==> config.mk <==
export PLATFORM = sky130hd
export DESIGN_NAME = patp_fetch_sequencer
export DESIGN_NICKNAME = d
export VERILOG_FILES = /design/src/rtl/patp_fetch_sequencer.sv
export SDC_FILE = /design/constraint.sdc
export NUM_CORES = 1
export LEC_CHECK = 0
export BUFFER_PORTS_ARGS = -buffer_cell sky130_fd_sc_hd__buf_2
export CAP_MARGIN = 20
export CORE_ASPECT_RATIO = 1.75
export CORE_MARGIN = 5
export CORE_UTILIZATION = 33
export DETAILED_ROUTE_END_ITERATION = 12
export PLACE_DENSITY_LB_ADDON = 0.15
export SLEW_MARGIN = 20
export SYNTH_ARGS = -nofsm -noshare
export SYNTH_HDL_FRONTEND = slang
export SYNTH_SLANG_ARGS = --single-unit
==> constraint.sdc <==
create_clock -name clk -period 2.5 [get_ports clk]
set_clock_uncertainty 0.2 [all_clocks]
set_input_delay 0.375 -clock clk [delete_from_list [all_inputs] [get_ports clk]]
set_output_delay 0.375 -clock clk [all_outputs]
set_load 0.01 [all_outputs]
==> src/rtl/patp_fetch_sequencer.sv <==
// PATP fetch/sequence stage: owns pc and ir, fetches over a req/ack handshake,
// pulses the decoder, then waits in execute for the datapath to finish.
//
// state  | meaning
// IDLE   | stopped, waiting for run
// FETCH  | mem_req high at mem_addr=pc, waiting for mem_ack
// DECODE | ir valid, dec_enable pulse for one cycle
// EXEC   | waiting for exec_done; jump target applied on pc_load
module patp_fetch_sequencer #(
    parameter int ADDR_W = 5,
    parameter int DATA_W = 8
) (
    input  logic              clk,
    input  logic              rst_n,
    input  logic              run,
    output logic              mem_req,
    output logic [ADDR_W-1:0] mem_addr,
    input  logic              mem_ack,
    input  logic [DATA_W-1:0] mem_rdata,
    output logic [2:0]        opcode,
    output logic [ADDR_W-1:0] operand,
    output logic              dec_enable,
    input  logic              exec_done,
    input  logic              pc_load,
    output logic              busy,
    output logic [ADDR_W-1:0] pc,
    output logic [7:0]        instr_count
);

    typedef enum logic [1:0] {
        IDLE   = 2'd0,
        FETCH  = 2'd1,
        DECODE = 2'd2,
        EXEC   = 2'd3
    } state_t;

    state_t            state;
    state_t            state_nxt;
    logic [DATA_W-1:0] ir;

    always_ff @(posedge clk or negedge rst_n) begin
        if (!rst_n) begin
            state <= IDLE;
        end else begin
            state <= state_nxt;
        end
    end

    // Outputs depend on state only, so no input reaches an output combinationally.
    always_comb begin
        state_nxt  = state;
        mem_req    = 1'b0;
        dec_enable = 1'b0;
        busy       = 1'b1;
        case (state)
            IDLE: begin
                busy = 1'b0;
                if (run) begin
                    state_nxt = FETCH;
                end
            end
            FETCH: begin
                mem_req = 1'b1;
                if (mem_ack) begin
                    state_nxt = DECODE;
                end
            end
            DECODE: begin
                dec_enable = 1'b1;
                state_nxt  = EXEC;
            end
            EXEC: begin
                if (exec_done) begin
                    state_nxt = run ? FETCH : IDLE;
                end
            end
            default: begin
                state_nxt = IDLE;
            end
        endcase
    end

    always_ff @(posedge clk or negedge rst_n) begin
        if (!rst_n) begin
            pc          <= '0;
            ir          <= '0;
            instr_count <= '0;
        end else begin
            if (state == FETCH && mem_ack) begin
                ir <= mem_rdata;
                pc <= pc + ADDR_W'(1);
            end
            if (state == EXEC && exec_done) begin
                instr_count <= instr_count + 8'd1;
                if (pc_load) begin
                    pc <= operand;
                end
            end
        end
    end

    assign mem_addr = pc;
    assign opcode   = ir[DATA_W-1 -: 3];
    assign operand  = ir[ADDR_W-1:0];

endmodule

# Word-level counts from Yosys, hierarchy flattened
# Cells that the tools add are included.
# op_classes
n_addsub,2
n_eq_ne,6
muxes,11
n_reduce_logical,4
# ops
operator,count
2-to-1 mux 5 bit,3
adder 8 x 1 -> 8 bit (second input constant),1
one-hot mux 2 bit (4 select lines),1
2-to-1 mux 2 bit,3
inequality test 2 bit (second input constant),3
adder 5 x 1 -> 5 bit (second input constant),1
== test 2 bit (second input constant),2
2-to-1 mux 1 bit,4
AND reduction 3 bit,1
== test 2 x 1 -> 1 bit (second input constant),1
logical AND 1 bit,2
logical NOT 2 bit,1
# word_totals
regBits,23
inputBits,14
elab_cells,27

# Depth between registers and ports, before layout
# depth
depth_word,5
mapped_depth,6
ltp_nobuf,5

# Worst setup path after synthesis
# No wires, ideal clock.
# synth_path
path_kind,register -> register
from,register state[1]
to,register state[0]
arrival_time_ps,1493
t_required_ps,2213
slack_ps,719
stages_incl_launch_ff,6
synth_period_minus_slack_ps,1781
path_cell_list,dfrtp_1 -> inv_1 -> ha_1 -> nor2b_4 -> or4_1 -> a22oi_1
# synth_via
elab_chain_cells,3
# synth_lines
item,line_no,text
start: declaration,37,state_t state;
start signal: assignment,45,state <= state_nxt;
"== test 2 bit, or another cell as far along",55,case (state)
inequality test 2 bit (no source line),--,
AND reduction 3 bit (no source line),--,
# Parallel ways exist; a longest one is shown, timed or not.
# A chain may end at the register's enable or synchronous reset.

# Worst setup path after layout
# layout_path
from,register state[1]
to,"register pc[3], in the netlist mem_addr[3]"
# layout_via
elab_chain_cells,5
# layout_lines
item,line_no,text
== test 2 x 1 -> 1 bit,89,if (state == FETCH && mem_ack) begin
logical AND 1 bit,89,
2-to-1 mux 5 bit,89,
2-to-1 mux 5 bit,95,if (pc_load) begin
2-to-1 mux 5 bit *,93,if (state == EXEC && exec_done) begin
end signal: assignment,91,pc <= pc + ADDR_W'(1);
end signal: assignment,96,pc <= operand;
end: declaration,26,"output logic [ADDR_W-1:0] pc,"
# Mark *: on every way between the ends. The rest lies on a longest branch, timed or not.

==> results.sh <==
export IMPL_grt_first_pass_wirelength_um=3950
export IMPL_static_power_due_to_leakage_nw=0.709
export IMPL_finalHoldViolCount=0
export IMPL_layout_setup_ws_ns=0.544
export IMPL_path_class="reg -> reg"
export IMPL_synth_top_area_cell="sky130_fd_sc_hd__dfrtp_1"
export IMPL_floorplan_die_area_mm2=0.00476
export IMPL_final_slew_violations=0
export IMPL_reg2regPathDepth=5
export IMPL_fmaxAchievable_mhz=511
export IMPL_clock_power_share_pct=13.2
export IMPL_initialDrtViolationCount=19
export IMPL_post_cts_buffers=0
export IMPL_ctsHtreeMaxLevel=1
export IMPL_grt_overflow_total=0
export IMPL_synthTopCellsByArea="sky130_fd_sc_hd__dfrtp_1, sky130_fd_sc_hd__mux2_2, sky130_fd_sc_hd__ha_1"
export IMPL_port_buffer_count=42
export IMPL_cp_buffers_inverters=1
export IMPL_placedInstanceArea_mm2=0.00136
export IMPL_clockBufferDepth=2
export IMPL_maximum_capacitance_violations=0
export IMPL_route_detailed_wl_per_inst_um=12.7
export IMPL_placement_setup_worst_slack_ns=0.548
export IMPL_required_ns=2.49
export IMPL_crit_reg2reg_capture="mem_addr[3]"
export IMPL_io_pins=43
export IMPL_hold_path_cell_count=2
export IMPL_layout_drive_gt1_share_pct=40.1
export IMPL_hold_path_endpoint="ir[6]"
export IMPL_synth_fp_nets=122
export IMPL_maximum_ir_drop_on_the_vdd_rail_mv=0.569
export IMPL_power_share_combinational_pct=46.2
export IMPL_min_path_type="in -> reg"
export IMPL_critical_path_cell_chain="inv_1, ha_1, nand2_1, or3_1, a31oi_1"
export IMPL_finish_instance_area_mm2=0.00142
export IMPL_finish_net_count=164
export IMPL_pin_count_of_the_biggest_net_entering_global_routing=24
export IMPL_r2r_start="state[1]"
export IMPL_clk_transition_reported_paths_ns=0.08
export IMPL_internal_power_w=0.00104
export IMPL_number_of_vias_in_the_routed_layout=850
export IMPL_outcome="complete, no violations"
export IMPL_core_occupancy_in_the_finished_layout_pct=42.1
export IMPL_yosysWarnings=0
export IMPL_synth_top_area_share_pct=50.7
export IMPL_antenna_violations_before_repair=0
export IMPL_cts_buffers_inserted=3
export IMPL_critical_path_endpoint_type="flop"
export IMPL_vias_per_cell=4.55
export IMPL_antenna_violating_nets_post_route=0
export IMPL_timing_critical_path_from_type="flop"
export IMPL_critical_path_fanout_max=12
export IMPL_power_share_switching_pct=39.5
export IMPL_power_per_cell_area_mw_per_mm2=1220
export IMPL_max_slew_margin_rel_pct=65.6
export IMPL_critical_path_max_stage_delay_ns=0.44
export IMPL_avgSynthCellArea_um2=11.2
export IMPL_die_h_um=87.6
export IMPL_synth_distinct_cells=24
export IMPL_clock_sink_count=23
export IMPL_worstHoldStart="mem_rdata[6]"
export IMPL_detailedPlacementHpwl_um=1930
export IMPL_crit_arrival_ns=1.94
export IMPL_total_power_w=0.00172
export IMPL_final_min_clock_period_ns=1.96
export IMPL_place_congestion=0.707
export IMPL_sequential_to_total_area_share_from_yosys_stat_pct=50.7
export IMPL_syn_instance_count=101
export IMPL_global_router_s_overall_resource_usage_pct=11.1
export IMPL_clock_latency_of_the_later_clocked_register_in_the_worst_skew_pair_ns=0.26
export IMPL_path_delay_family="simple AND/OR/NAND/NOR gates"
export IMPL_area_growth_pct=24.7
export IMPL_die_width_um=54.4
export IMPL_cp_slowest_cell="sky130_fd_sc_hd__or3_1"
export IMPL_clock_tree_root_cell="sky130_fd_sc_hd__clkbuf_8"
export IMPL_fin_setup_tns_ns=0
export IMPL_finalSetupViolations=0
export IMPL_ys_seq_elements=23
export IMPL_p_switching_w=0.000680
export IMPL_final_fill_count=354
export IMPL_ff_latch_area_um2=576
export IMPL_route_final_wire_length_um=2380
export IMPL_worst_r2r_setup_slack_ns=0.54
export IMPL_power_frac_seq_pct=40.6
export IMPL_final_period_utilization_pct=78.3
export IMPL_via_count_of_the_first_global_routing_pass=874
export IMPL_multiInputGateArea_um2=499
export IMPL_clock_tree_from_tritoncts="yes"
export IMPL_final_cell_mix="sky130_fd_sc_hd__buf_2, sky130_fd_sc_hd__dfrtp_1, sky130_fd_sc_hd__mux2_2, sky130_fd_sc_hd__nand2_1, sky130_fd_sc_hd__ha_1"
export IMPL_number_of_optimization_iterations_in_the_first_detailed_route_pass=4
export IMPL_remaining_drc_errors=0
export IMPL_worst_slew_pin_slew_ns=0.516
export IMPL_antenna_cells=0
export IMPL_mappedNetlistArea_mm2=0.00114
export IMPL_initial_utilization_pct=33.8
export IMPL_mostFrequentLayoutCell="sky130_fd_sc_hd__buf_2"
export IMPL_core_rowCount=28
export IMPL_floorplan_core_area_mm2=0.00336
export IMPL_rsz_0062_raised_after_global_routing="false"
==> kinds of logic after synthesis <==
logic type	after synthesis	share of synthesized area, %
AND/OR/NAND/NOR	31	13.9
AO/OA/AOI/OAI	9	4.63
adder cells (fa/ha/maj)	7	7.71
multiplexers	11	10.8
buffers and inverters	11	5.40
XOR/XNOR	9	6.94
flip-flops	23	50.7
==> power groups by stage <==
stage / Combinational (W) / Sequential (W) / Clock [W]
finish: 0.000796 / 0.000700 / 0.000227
global route: 0.000899 / 0.000732 / 0.000255
CTS: 0.000814 / 0.000702 / 0.000242
detailed placement: 0.000812 / 0.000709 / 0
global placement: 0.000793 / 0.000701 / 0
floorplan: 0.000484 / 0.000761 / 0
==> worst reg2reg max path: cells and delay by family, from the launching register on <==
kind                       cells  cell delay [ns]
AOI/OAI and AO/OA              1             0.16
adders and majority gates      1             0.22
buffers and inverters          1             0.13
DFF                            1             0.43
and+or+nand+nor                2             0.75
==> what timing repair did <==
action / CTS / global route
endpoints found under the hold margin: 23 / 0
gates resized for setup: 0 / 0
hold buffers: 1 / 0
==> cells in the mapped netlist <==
library cell and number:
sky130_fd_sc_hd__or3_1 2, sky130_fd_sc_hd__nor2_1 6, sky130_fd_sc_hd__a22oi_1 1, sky130_fd_sc_hd__a211oi_1 1, sky130_fd_sc_hd__o21ai_0 5, sky130_fd_sc_hd__mux2_2 10, sky130_fd_sc_hd__a31oi_1 2, sky130_fd_sc_hd__nor2b_1 2
sky130_fd_sc_hd__xnor2_1 4, sky130_fd_sc_hd__nor2b_4 1, sky130_fd_sc_hd__buf_2 1, sky130_fd_sc_hd__mux2i_1 1, sky130_fd_sc_hd__nand4_1 1, sky130_fd_sc_hd__and3_1 1, sky130_fd_sc_hd__nor3_1 2, sky130_fd_sc_hd__xor2_1 5
sky130_fd_sc_hd__nand2_1 8, sky130_fd_sc_hd__ha_1 7, sky130_fd_sc_hd__buf_4 5, sky130_fd_sc_hd__inv_1 5, sky130_fd_sc_hd__dfrtp_1 23, sky130_fd_sc_hd__or4_1 1, sky130_fd_sc_hd__nand3_1 6, sky130_fd_sc_hd__nor4_1 1
==> routing by layer <==
metal	routed length, µm	global-route usage, %	vias to the layer above
met1	916	12.4	399
met4	25	5.44	0
met2	1280	19.2	26
met3	163	2.04	2
met5	0	0	-
li1	-	-	423
==> stage by stage <==
step	hold WS (ns)	instances
2_1_floorplan	-0.121	101
4_1_cts	0.136	187
6_report	0.143	187
5_1_grt	0.130	187
3_5_place_dp	0.190	182
3_3_place_gp	0.185	182
==> area by class of cell <==
type                    count  share of cell area (%)
clock buffers               3                    2.92
repair buffers             43                    15.5
multi-input cells          67                    35.2
clock inverters             1                   0.353
inverters                   5                    1.33
well taps                  45                    3.98
flip-flops and latches     23                    40.6
==> worst max-delay path by stage <==
stage	endpoint	cells past startpoint	slack (ns)	from
CTS	mem_addr[3]	5	0.53	state[1]
floorplan	state[0]	5	0.72	state[1]
global route	mem_addr[3]	5	0.39	state[1]
global placement	mem_addr[3]	5	0.62	state[1]
detailed placement	mem_addr[3]	5	0.55	state[1]
finish	mem_addr[3]	5	0.54	state[1]
==> flip-flops by register name (all words and copies together) (netlist names) <==
register	flops
instr_count	8
mem_addr	5
ir	8
state	2
(Power assumes the default switching activity.)
